File: src/rtl/hpq_pkg.sv
// Shared definitions for the distance/dot-product datapath: accumulator state
// encoding, the FP32 zero constant and an elaboration-time log2 helper.
package hpq_pkg;

    typedef enum logic [1:0] {
        ACC   = 2'd0,
        DRAIN = 2'd1,
        RED   = 2'd2,
        OUT   = 2'd3
    } state_t;

    localparam logic [31:0] FP32_ZERO = 32'h0000_0000;

    function automatic int clog2(input int v);
        int r;
        r = 0;
        for (int i = 0; i < 31; i++) begin
            if ((1 << i) < v) r = i + 1;
        end
        return r;
    endfunction

endpackage

File: src/rtl/fp_dot_acc_if.sv
// Product stream in, vector sum out, between fpmul and the codebook/top-k stage.
// Both directions use valid/ready: a beat moves on a clock edge where vld&rdy are
// both high; the sender holds vld and data stable until that edge, and rdy may
// toggle freely without depending on vld.
interface fp_dot_acc_if #(
    parameter int DW = 32
);
    logic          in_vld;
    logic          in_rdy;
    logic [DW-1:0] in_dat;
    logic          in_last;
    logic          out_vld;
    logic          out_rdy;
    logic [DW-1:0] out_dat;

    modport master (
        output in_vld, in_dat, in_last, out_rdy,
        input  in_rdy, out_vld, out_dat
    );

    modport slave (
        input  in_vld, in_dat, in_last, out_rdy,
        output in_rdy, out_vld, out_dat
    );
endinterface

File: src/rtl/fp_dot_acc_fpadd.sv
// Pipelined FP32 adder (round-to-nearest-even), RI input + RP middle + RO output
// register stages; total latency RI+RP+RO cycles. RI and RO must be at least 1.
module fpadd #(
    parameter int RI = 1,
    parameter int RP = 2,
    parameter int RO = 1
) (
    input  logic        clk,
    input  logic [31:0] a,
    input  logic [31:0] b,
    output logic [31:0] y
);
    localparam int NO = RP + RO;

    function automatic logic [31:0] fp32_add(input logic [31:0] p, input logic [31:0] q);
        logic [31:0] x, z, r;
        logic [7:0]  ex, ez;
        logic [26:0] mx, mz, mz_sh, m;
        logic [27:0] s28;
        logic [9:0]  e;
        logic [24:0] mr;
        logic        p_nan, q_nan, p_inf, q_inf, sticky, up;
        int          d, lz, sh;
        p_nan = (p[30:23] == 8'hff) && (p[22:0] != 23'd0);
        q_nan = (q[30:23] == 8'hff) && (q[22:0] != 23'd0);
        p_inf = (p[30:23] == 8'hff) && (p[22:0] == 23'd0);
        q_inf = (q[30:23] == 8'hff) && (q[22:0] == 23'd0);
        if (p_nan || q_nan || (p_inf && q_inf && (p[31] != q[31]))) begin
            r = 32'h7fc0_0000;
        end else if (p_inf) begin
            r = p;
        end else if (q_inf) begin
            r = q;
        end else begin
            // x carries the larger magnitude and therefore the result sign
            if (p[30:0] >= q[30:0]) begin
                x = p; z = q;
            end else begin
                x = q; z = p;
            end
            ex = (x[30:23] == 8'd0) ? 8'd1 : x[30:23];
            ez = (z[30:23] == 8'd0) ? 8'd1 : z[30:23];
            mx = {(x[30:23] != 8'd0), x[22:0], 3'b000};
            mz = {(z[30:23] != 8'd0), z[22:0], 3'b000};
            d  = int'(ex) - int'(ez);
            if (d >= 27) begin
                mz_sh  = 27'd0;
                sticky = |mz;
            end else begin
                mz_sh  = mz >> d;
                sticky = |(mz << (27 - d));
            end
            mz_sh[0] = mz_sh[0] | sticky;
            e = {2'b00, ex};
            if (x[31] == z[31]) begin
                s28 = {1'b0, mx} + {1'b0, mz_sh};
                if (s28[27]) begin
                    m    = s28[27:1];
                    m[0] = m[0] | s28[0];
                    e    = e + 10'd1;
                end else begin
                    m = s28[26:0];
                end
            end else begin
                m  = mx - mz_sh;
                lz = 27;
                for (int i = 0; i < 27; i++) begin
                    if (m[i]) lz = 26 - i;
                end
                // never normalise below the minimum exponent: leaves a denormal
                sh = lz;
                if (sh > int'(e) - 1) sh = int'(e) - 1;
                m = m << sh;
                e = e - 10'(sh);
            end
            up = m[2] & (m[1] | m[0] | m[3]);
            mr = {1'b0, m[26:3]} + {24'd0, up};
            if (mr[24]) begin
                mr = mr >> 1;
                e  = e + 10'd1;
            end
            if (m == 27'd0) begin
                r = {x[31] & z[31], 31'd0};
            end else if (int'(e) >= 255) begin
                r = {x[31], 8'hff, 23'd0};
            end else begin
                r = {x[31], (mr[23] ? e[7:0] : 8'd0), mr[22:0]};
            end
        end
        return r;
    endfunction

    logic [63:0] in_q  [RI];
    logic [31:0] out_q [NO];
    logic [31:0] sum;

    always_ff @(posedge clk) begin
        in_q[0] <= {a, b};
        for (int i = 1; i < RI; i++) in_q[i] <= in_q[i-1];
        out_q[0] <= sum;
        for (int i = 1; i < NO; i++) out_q[i] <= out_q[i-1];
    end

    always_comb begin
        sum = fp32_add(in_q[RI-1][63:32], in_q[RI-1][31:0]);
    end

    assign y = out_q[NO-1];
endmodule

File: src/rtl/fp_dot_acc.sv
// Streaming FP32 vector accumulator: LAT interleaved partial sums hide the adder
// latency, then a log2(LAT) tree reduces them onto one shared fpadd.
module fp_dot_acc
    import hpq_pkg::*;
#(
    parameter int DW  = 32,
    parameter int LAT = 4
) (
    input  logic              clk,
    input  logic              rst,
    fp_dot_acc_if.slave       bus,
    output state_t            dbg_state
);
    localparam int SW = clog2(LAT);
    localparam int CW = SW + 1;

    state_t          state, state_nx;
    logic            run;
    logic [SW-1:0]   ptr;
    logic [CW-1:0]   cnt, cnt_nx, red_n;
    logic [SW-1:0]   rnd, rnd_nx;
    logic [DW-1:0]   psum [LAT];
    logic [LAT-1:0]  tag_v;
    logic [SW-1:0]   tag_s [LAT];
    logic            wb_v;
    logic [SW-1:0]   wb_s;
    logic            issue, clr;
    logic [SW-1:0]   iss_s, i_lo, i_hi;
    logic [DW-1:0]   op_a, op_b, sum_y;

    fpadd #(
        .RI (1),
        .RP (LAT - 2),
        .RO (1)
    ) u_add (
        .clk (clk),
        .a   (op_a),
        .b   (op_b),
        .y   (sum_y)
    );

    assign wb_v      = tag_v[LAT-1];
    assign wb_s      = tag_s[LAT-1];
    assign bus.in_rdy  = run && (state == ACC);
    assign bus.out_vld = (state == OUT);
    assign bus.out_dat = (state == OUT) ? psum[0] : FP32_ZERO;
    assign dbg_state   = state;

    always_comb begin
        state_nx = state;
        cnt_nx   = cnt;
        rnd_nx   = rnd;
        issue    = 1'b0;
        clr      = 1'b0;
        iss_s    = ptr;
        op_a     = bus.in_dat;
        op_b     = psum[ptr];
        red_n    = CW'(LAT >> rnd);
        i_lo     = SW'({cnt, 1'b0});
        i_hi     = i_lo | SW'(1);
        case (state)
            ACC: begin
                if (run && bus.in_vld) begin
                    issue = 1'b1;
                    // the slot's previous result may be retiring this very cycle
                    if (wb_v && (wb_s == ptr)) op_b = sum_y;
                    if (bus.in_last) begin
                        state_nx = DRAIN;
                        cnt_nx   = '0;
                    end
                end
            end
            DRAIN: begin
                cnt_nx = cnt + CW'(1);
                if (cnt == CW'(LAT - 1)) begin
                    state_nx = RED;
                    cnt_nx   = '0;
                    rnd_nx   = SW'(1);
                end
            end
            RED: begin
                // first red_n cycles issue pair sums, then LAT cycles let them retire
                if (cnt < red_n) begin
                    issue = 1'b1;
                    iss_s = cnt[SW-1:0];
                    op_a  = psum[i_lo];
                    op_b  = psum[i_hi];
                end
                cnt_nx = cnt + CW'(1);
                if (cnt == red_n + CW'(LAT) - CW'(1)) begin
                    cnt_nx = '0;
                    if (rnd == SW'(SW)) state_nx = OUT;
                    else                rnd_nx   = rnd + SW'(1);
                end
            end
            OUT: begin
                if (bus.out_rdy) begin
                    state_nx = ACC;
                    clr      = 1'b1;
                end
            end
            default: state_nx = ACC;
        endcase
    end

    always_ff @(posedge clk) begin
        if (!rst) begin
            state <= ACC;
            run   <= 1'b0;
            ptr   <= '0;
            cnt   <= '0;
            rnd   <= '0;
            tag_v <= '0;
            for (int i = 0; i < LAT; i++) begin
                psum[i]  <= FP32_ZERO;
                tag_s[i] <= '0;
            end
        end else begin
            state <= state_nx;
            run   <= 1'b1;
            cnt   <= cnt_nx;
            rnd   <= rnd_nx;
            if (run && (state == ACC)) ptr <= ptr + SW'(1);
            else if (clr)              ptr <= '0;
            tag_v    <= {tag_v[LAT-2:0], issue};
            tag_s[0] <= iss_s;
            for (int i = 1; i < LAT; i++) tag_s[i] <= tag_s[i-1];
            for (int i = 0; i < LAT; i++) begin
                if (clr)                             psum[i] <= FP32_ZERO;
                else if (wb_v && (wb_s == SW'(i)))   psum[i] <= sum_y;
            end
        end
    end
endmodule
File: src/flat_wrapper.sv
// flat-port wrapper written by rule: the top's interface ports become plain ports
module fp_dot_acc_flat import hpq_pkg::*;
#(
    parameter int DW  = 32,
    parameter int LAT = 4
)
  (clk, rst, dbg_state, bus_in_vld, bus_in_dat, bus_in_last, bus_out_rdy, bus_in_rdy, bus_out_vld, bus_out_dat);
  fp_dot_acc_if #(.DW(DW)) bus_i ();
  input  logic clk;
  input  logic rst;
  output state_t dbg_state;
  input wire logic [$bits(bus_i.in_vld)-1:0] bus_in_vld;
  input wire logic [$bits(bus_i.in_dat)-1:0] bus_in_dat;
  input wire logic [$bits(bus_i.in_last)-1:0] bus_in_last;
  input wire logic [$bits(bus_i.out_rdy)-1:0] bus_out_rdy;
  output wire logic [$bits(bus_i.in_rdy)-1:0] bus_in_rdy;
  output wire logic [$bits(bus_i.out_vld)-1:0] bus_out_vld;
  output wire logic [$bits(bus_i.out_dat)-1:0] bus_out_dat;
  assign bus_i.in_vld = bus_in_vld;
  assign bus_i.in_dat = bus_in_dat;
  assign bus_i.in_last = bus_in_last;
  assign bus_i.out_rdy = bus_out_rdy;
  assign bus_in_rdy = bus_i.in_rdy;
  assign bus_out_vld = bus_i.out_vld;
  assign bus_out_dat = bus_i.out_dat;
  fp_dot_acc #(.DW(DW), .LAT(LAT)) u_core (.clk(clk), .rst(rst), .bus(bus_i), .dbg_state(dbg_state));
endmodule
File: config.mk
export PLATFORM = sky130hd
export DESIGN_NAME = fp_dot_acc_flat
export DESIGN_NICKNAME = d
export VERILOG_FILES = /design/src/rtl/hpq_pkg.sv /design/src/rtl/fp_dot_acc_if.sv /design/src/rtl/fp_dot_acc_fpadd.sv /design/src/rtl/fp_dot_acc.sv /design/src/flat_wrapper.sv
export SDC_FILE = /design/constraint.sdc
export NUM_CORES = 1
export LEC_CHECK = 0
export BUFFER_PORTS_ARGS = -buffer_cell sky130_fd_sc_hd__buf_2
export CAP_MARGIN = 30
export CORE_ASPECT_RATIO = 0.8
export CORE_UTILIZATION = 31
export DETAILED_ROUTE_END_ITERATION = 12
export SYNTH_ARGS = -nofsm -noshare
export SYNTH_HDL_FRONTEND = slang
export SYNTH_SLANG_ARGS = --single-unit
File: constraint.sdc
create_clock -name clk -period 21.8 [get_ports clk]
set_input_delay 1.09 -clock clk [delete_from_list [all_inputs] [get_ports clk]]
set_output_delay 1.09 -clock clk [all_outputs]
set_load 0.005 [all_outputs]
==> flow_summary.ini, run 1 <==
[floorplanning]
dieArea_mm2 = 0.0847
core_area_mm2 = 0.0824
rows = 94
io_pins = 73
die_h_um = 260
start_util_pct = 31.4
chipWidth_um = 325

[cts]
cts.sink_count = 313
insertion_delay_ps = 570
path_clk_slew_ps = 70
post-cts-setup-buffers = 0
htree_num_levels = 1
tritoncts = yes
root_buffer = clkbuf_16
cts_max_path_buffers = 3
cts_resized = 0
numCtsBuffers = 26
cts_hold_buf = 0

[worst_hold_path]
hold_class = reg -> reg
hold_depth = 0
min_from = u_core.u_add.out_q[0][57]$_DFF_P_
worstHoldEndpoint = u_core.u_add.out_q[0][89]$_DFF_P_

[logic_synthesis]
synth_compound_area_share_pct = 23.3
synth.distinct_cells = 118
synth_ff_type = dfxtp_1
synth_area_mm2 = 0.0259
ys_seq_elements = 313
synth_fa_ha_area_share_pct = 6.13
synth_nets = 3264
synth.avg_cell_area_um2 = 8.34
synthSimpleGateAreaFrac_pct = 23.6
muxShareOfSynthArea_pct = 9.54
synthXorXnorAreaFrac_pct = 3.04
synth_edf_count = 128
seq_area_frac_synth_pct = 29.2
synthArstFlopShare_pct = 0
synthCells = 3102
synth_top_family_by_area = simple AND/OR/NAND/NOR gates
synth_warnings = 0

[detailed_routing]
totalWireLength_um = 97200
wire_per_inst_um = 23.2
drtIter0Drc = 3515
dr.pass1.iters = 6
drcViolationCount = 0
detail-route-antenna-nets = 0
via_per_inst = 5.89
vias = 24700

[grt]
grt_usage_pct = 22.1
grt-ovfl-total = 0
antenna_found_initial = 4
grt_pass1_vias = 22300
grt_max_degree = 80
grt_pass1_wl_um = 145000

[final_layout]
area_growth_pct = 8.63
antenna_cells = 0
fin_nets = 3226
drive_gt1_share_pct = 10.8
layout.cells.most_common = nand2_1
layout_common_cells = nand2_1, nor2_1, and2_1

[critical_path]
r2r-end = u_core.u_add.out_q[0][20]$_SDFF_PP0_
ff2ff_setup_slack_ps = 2080
path_max_fanout = 32
critPathMaxStageDelay_ps = 760
crit_path_top_delay_cell = a21oi_1
worstRegToRegCells = 75
start_kind = flop
timing.critical_path.mode_cell = a21oi_1
reg2reg_from = u_core.u_add.in_q[0][8]$_DFF_P_
end_kind = flop
crit_required_ps = 22280
worstPathArrival_ps = 20200
path_class = reg -> reg

[flow_run]
maxCapViolCount = 0

[sta]
max_freq_ghz = 0.0507
worst_pin_slew_ps = 995
finClkSkew_ps = 33.5
slew_headroom_pct = 33.2
hold_viol_final = 0
finalSetupViolCount = 0
min_period_over_period_pct = 90.5
rsz0062_at_grt = false
slew_viol_final = 0
fin_tns_setup_ps = 0
min_period_ps = 19720

[status]
status = finished, final reports clean

[place]
gp_congestion = 0.995
numPortBuffers = 72
dp_hpwl_um = 74100
==> cell families (layout without fill, tap and decap cells) <==
| kind of cell | count (synthesis) | after routing |
|---|---|---|
| xor gates and xnor gates | 89 | 89 |
| adders and majority gates | 125 | 125 |
| DFF | 313 | 313 |
| other | 1 | 1 |
| and+or+nand+nor | 1203 | 1203 |
| muxes | 191 | 191 |
| AOI/OAI and AO/OA | 852 | 852 |
| buffers and inverters | 328 | 310 |
==> flip-flops by register name, indices dropped and copies added (netlist names), named ones only <==
register and cells:
u_core.tag_v 4, u_core.cnt 3, u_core.run 1, u_core.ptr 2, u_core.u_add.out_q 96, u_core.rnd 2, u_core.psum 128, u_core.dbg_state 2
u_core.tag_s 8, u_core.u_add.in_q 64
==> metal layers <==
metal | share of wire, % | up-vias | GRT usage [%] | wire, um
li1 | - | 11400 | - | -
met4 | 1.9 | 2 | 3.89 | 1870
met2 | 41 | 1259 | 31.9 | 39800
met1 | 46 | 11900 | 32.9 | 44800
met3 | 11 | 133 | 5.69 | 10800
met5 | 0.013 | - | 0 | 13
==> critical path, delay by kind of cell (launching register included) <==
kind / cells / cell delay [ps]
xor gates and xnor gates: 2 / 410
buffers and inverters: 13 / 3110
AOI/OAI and AO/OA: 33 / 9170
adders and majority gates: 6 / 1930
and+or+nand+nor: 18 / 3670
muxes: 3 / 720
DFF: 1 / 590
==> worst max path at each step <==
stage	from	end	slack [ps]	cells after the start
after global placement	u_core.u_add.in_q[0][8]$_DFF_P_	u_core.u_add.out_q[0][20]$_SDFF_PP0_	3220	75
after detailed placement	u_core.u_add.in_q[0][8]$_DFF_P_	u_core.u_add.out_q[0][20]$_SDFF_PP0_	2740	75
after global routing	u_core.u_add.in_q[0][8]$_DFF_P_	u_core.u_add.out_q[0][20]$_SDFF_PP0_	650	75
after CTS	u_core.u_add.in_q[0][8]$_DFF_P_	u_core.u_add.out_q[0][20]$_SDFF_PP0_	2640	75
after floorplan	u_core.u_add.in_q[0][30]$_DFF_P_	u_core.u_add.out_q[0][18]$_SDFF_PP0_	6390	82
final	u_core.u_add.in_q[0][8]$_DFF_P_	u_core.u_add.out_q[0][20]$_SDFF_PP0_	2080	75
==> through the flow <==
| stage | area (um^2) | std cells | utilization, % | hold slack [ps] | worst slack [ps] |
|---|---|---|---|---|---|
| 3_3_place_gp | 27200 | 4135 | 33.0 | 313 | 3220 |
| 3_5_place_dp | 27300 | 4139 | 33.1 | 314 | 2740 |
| 6_report | 28100 | 4188 | 34.1 | 328 | 2080 |
| 5_1_grt | 28100 | 4188 | 34.1 | 332 | 653 |
| 2_1_floorplan | 25900 | 3102 | - | 310 | 6390 |
| 4_1_cts | 28100 | 4187 | 34.1 | 330 | 2640 |
==> synth_stat cells (9+ instances only) <==
cell	number	area share [%]
a211o_1	19	0.64
mux2_2	35	1.5
a2111oi_0	11	0.37
nand2b_1	33	0.80
nand2_1	307	4.5
a221o_1	17	0.66
edfxtp_1	128	15
o2111ai_1	15	0.51
o21bai_1	23	0.67
nand3b_1	10	0.29
nor4_1	36	0.87
o21ai_0	165	3.2
nor2_1	250	3.6
buf_2	30	0.58
o21ai_1	18	0.35
inv_1	138	2.0
o211a_1	9	0.35
nand4_1	32	0.77
a211oi_1	46	1.3
buf_4	10	0.29
and2_1	203	4.9
nand3_1	86	1.7
o31ai_1	21	0.61
nor3_1	110	2.1
a21o_1	37	1.1
clkbuf_1	110	1.6
buf_1	24	0.35
o221ai_1	31	1.0
ha_1	122	5.9
o21a_1	22	0.64
mux2i_1	115	4.4
a21oi_1	182	3.5
nor2b_1	17	0.41
a31oi_1	29	0.70
or3_1	19	0.46
mux4_2	40	3.5
o22ai_1	14	0.34
or2_2	17	0.41
and3_1	21	0.51
dfxtp_1	185	14
xnor2_1	65	2.2
o211ai_1	40	1.2
xor2_1	23	0.78
==> area by class of cell <==
cell class,instances,area (um^2)
Clock buffer,34,722
Tap cell,1104,1380
Fill cell,8518,54300
Clock inverter,14,129
Multi-Input combinational cell,2461,17100
Sequential cell,313,7550
Timing Repair Buffer,115,716
Inverter,147,553
Power of run 1 is not shown: default switching activity piles up to over one toggle a cycle in this logic, so the estimate is an artifact.
==> run 2: changes to the inputs <==
CTS_CLUSTER_DIAMETER = 120   (was unset)
RECOVER_POWER = 25   (was unset)
==> run 2 against run 1 <==
The flow now finishes with violations (capacitance limit, slew limit); hold slack about the same; register-to-register slack worse by 60 ps; clock skew decreased by 3.4 ps; non-clock buffer count unchanged; flip-flop and latch count stayed put; design area about the same; die area did not move; fmax decreased by 0.29%; worst setup slack lost 57 ps.
==> flow_summary.ini, run 2 (synthesis gave the netlist of run 1 again) <==
[cts]
insertion_delay_ps = 570
post-cts-setup-buffers = 0
numCtsBuffers = 26
cts_hold_buf = 0
htree_num_levels = 1
cts.sink_count = 313
tritoncts = yes
path_clk_slew_ps = 70
cts_resized = 0
cts_max_path_buffers = 3
root_buffer = clkbuf_16

[detailed_routing]
dr.pass1.iters = 7
wire_per_inst_um = 23.2
vias = 24700
via_per_inst = 5.89
drcViolationCount = 0
drtIter0Drc = 3527
detail-route-antenna-nets = 0
totalWireLength_um = 97200

[worst_hold_path]
hold_class = reg -> reg

[sta]
min_period_over_period_pct = 90.7
worst_pin_slew_ps = 1910
finClkSkew_ps = 30.1
max_freq_ghz = 0.0506
fin_tns_setup_ps = 0
rsz0062_at_grt = false
slew_headroom_pct = -27.6
hold_viol_final = 0
finalSetupViolCount = 0
min_period_ps = 19780
slew_viol_final = 58

[critical_path]
crit_path_top_delay_cell = a21oi_1
worstRegToRegCells = 75
crit_cells = 75
worstSetupStartpoint = u_core.u_add.in_q[0][8]$_DFF_P_
crit_required_ps = 22280
cp_top_family = compound AO/OA/AOI/OAI gates
start_kind = flop
worst-path-buf-inv = 13
ff2ff_setup_slack_ps = 2020
timing.critical_path.mode_cell = a21oi_1
critPathMaxStageDelay_ps = 780
r2r-end = u_core.u_add.out_q[0][20]$_SDFF_PP0_
setup.worst_path.end = u_core.u_add.out_q[0][20]$_SDFF_PP0_
end_kind = flop
path_max_fanout = 32
path_class = reg -> reg
worstPathArrival_ps = 20260
reg2reg_from = u_core.u_add.in_q[0][8]$_DFF_P_

[grt]
grt_pass1_wl_um = 145000
antenna_found_initial = 4
grt_pass1_vias = 22300
grt_usage_pct = 22.1
grt-ovfl-total = 0
grt_max_degree = 80

[floorplanning]
chipWidth_um = 325
die_h_um = 260
start_util_pct = 31.4
io_pins = 73
rows = 94
dieArea_mm2 = 0.0847
core_area_mm2 = 0.0824

[place]
numPortBuffers = 72
dp_hpwl_um = 74100
gp_congestion = 0.995

[final_layout]
layout.cells.most_common = nand2_1
top_register = u_core.psum
largest_reg_flops = 128
layout_common_cells = nand2_1, nor2_1, and2_1
fin_nets = 3226
fillers = 8520
drive_gt1_share_pct = 10.7
top_regs = u_core.psum: 128 flops, u_core.u_add.out_q: 96 flops, u_core.u_add.in_q: 64 flops
area_growth_pct = 8.56
antenna_cells = 0

[flow_run]
maxCapViolCount = 2

[status]
status = finished with violations
violations = capacitance limit, slew limit
run 2: layout make-up:
type                    count  area (um^2)  area share [%]
clock inverters            14          129           0.459
well taps                1104         1380            4.92
clock buffers              34          722            2.57
flip-flops and latches    313         7550            26.9
inverters                 147          553            1.97
multi-input cells        2461        17100            60.7
repair buffers            115          703            2.50
run 2: metrics by stage:
stage	cells	cell area [um^2]	utilization, %	hold slack (ps)	worst slack (ps)
floorplan	3102	25900	-	310	6390
global placement	4135	27200	33.0	313	3220
detailed placement	4139	27300	33.1	314	2740
CTS	4187	28100	34.1	330	2640
global route	4188	28100	34.1	332	653
finish	4188	28100	34.1	328	2020
run 2: layer usage:
layer	vias to the layer above	wire, um	track usage (%)
li1	11400	-	-
met3	130	11500	5.69
met5	-	13	0
met2	1331	39800	31.9
met4	2	1920	3.89
met1	11800	43900	32.9
run 2: worst min path at each step:
stage	start	end	slack, ps	depth (start not counted)
after global placement	u_core.u_add.out_q[0][57]$_DFF_P_	u_core.u_add.out_q[0][89]$_DFF_P_	310	0
final	u_core.u_add.out_q[0][57]$_DFF_P_	u_core.u_add.out_q[0][89]$_DFF_P_	330	0
after detailed placement	u_core.u_add.out_q[0][26]$_SDFF_PP1_	u_core.u_add.out_q[0][58]$_DFF_P_	310	0
after CTS	u_core.u_add.out_q[0][27]$_SDFF_PP1_	u_core.u_add.out_q[0][59]$_DFF_P_	330	0
after floorplan	u_core.u_add.out_q[0][0]$_SDFF_PP0_	u_core.u_add.out_q[0][32]$_DFF_P_	310	0
after global routing	u_core.u_add.out_q[0][22]$_SDFF_PP1_	u_core.u_add.out_q[0][54]$_DFF_P_	330	0
run 2: worst register-to-register path, delay by kind of cell (launching register included):
family          cells  cell delay [ps]
xor+xnor            2              410
buf+inv            13             3130
mux                 3              720
simple gates       18             3690
compound gates     33             9210
fa+ha+maj           6             1940
flops               1              590
Power of run 2 is left out for the same reason.
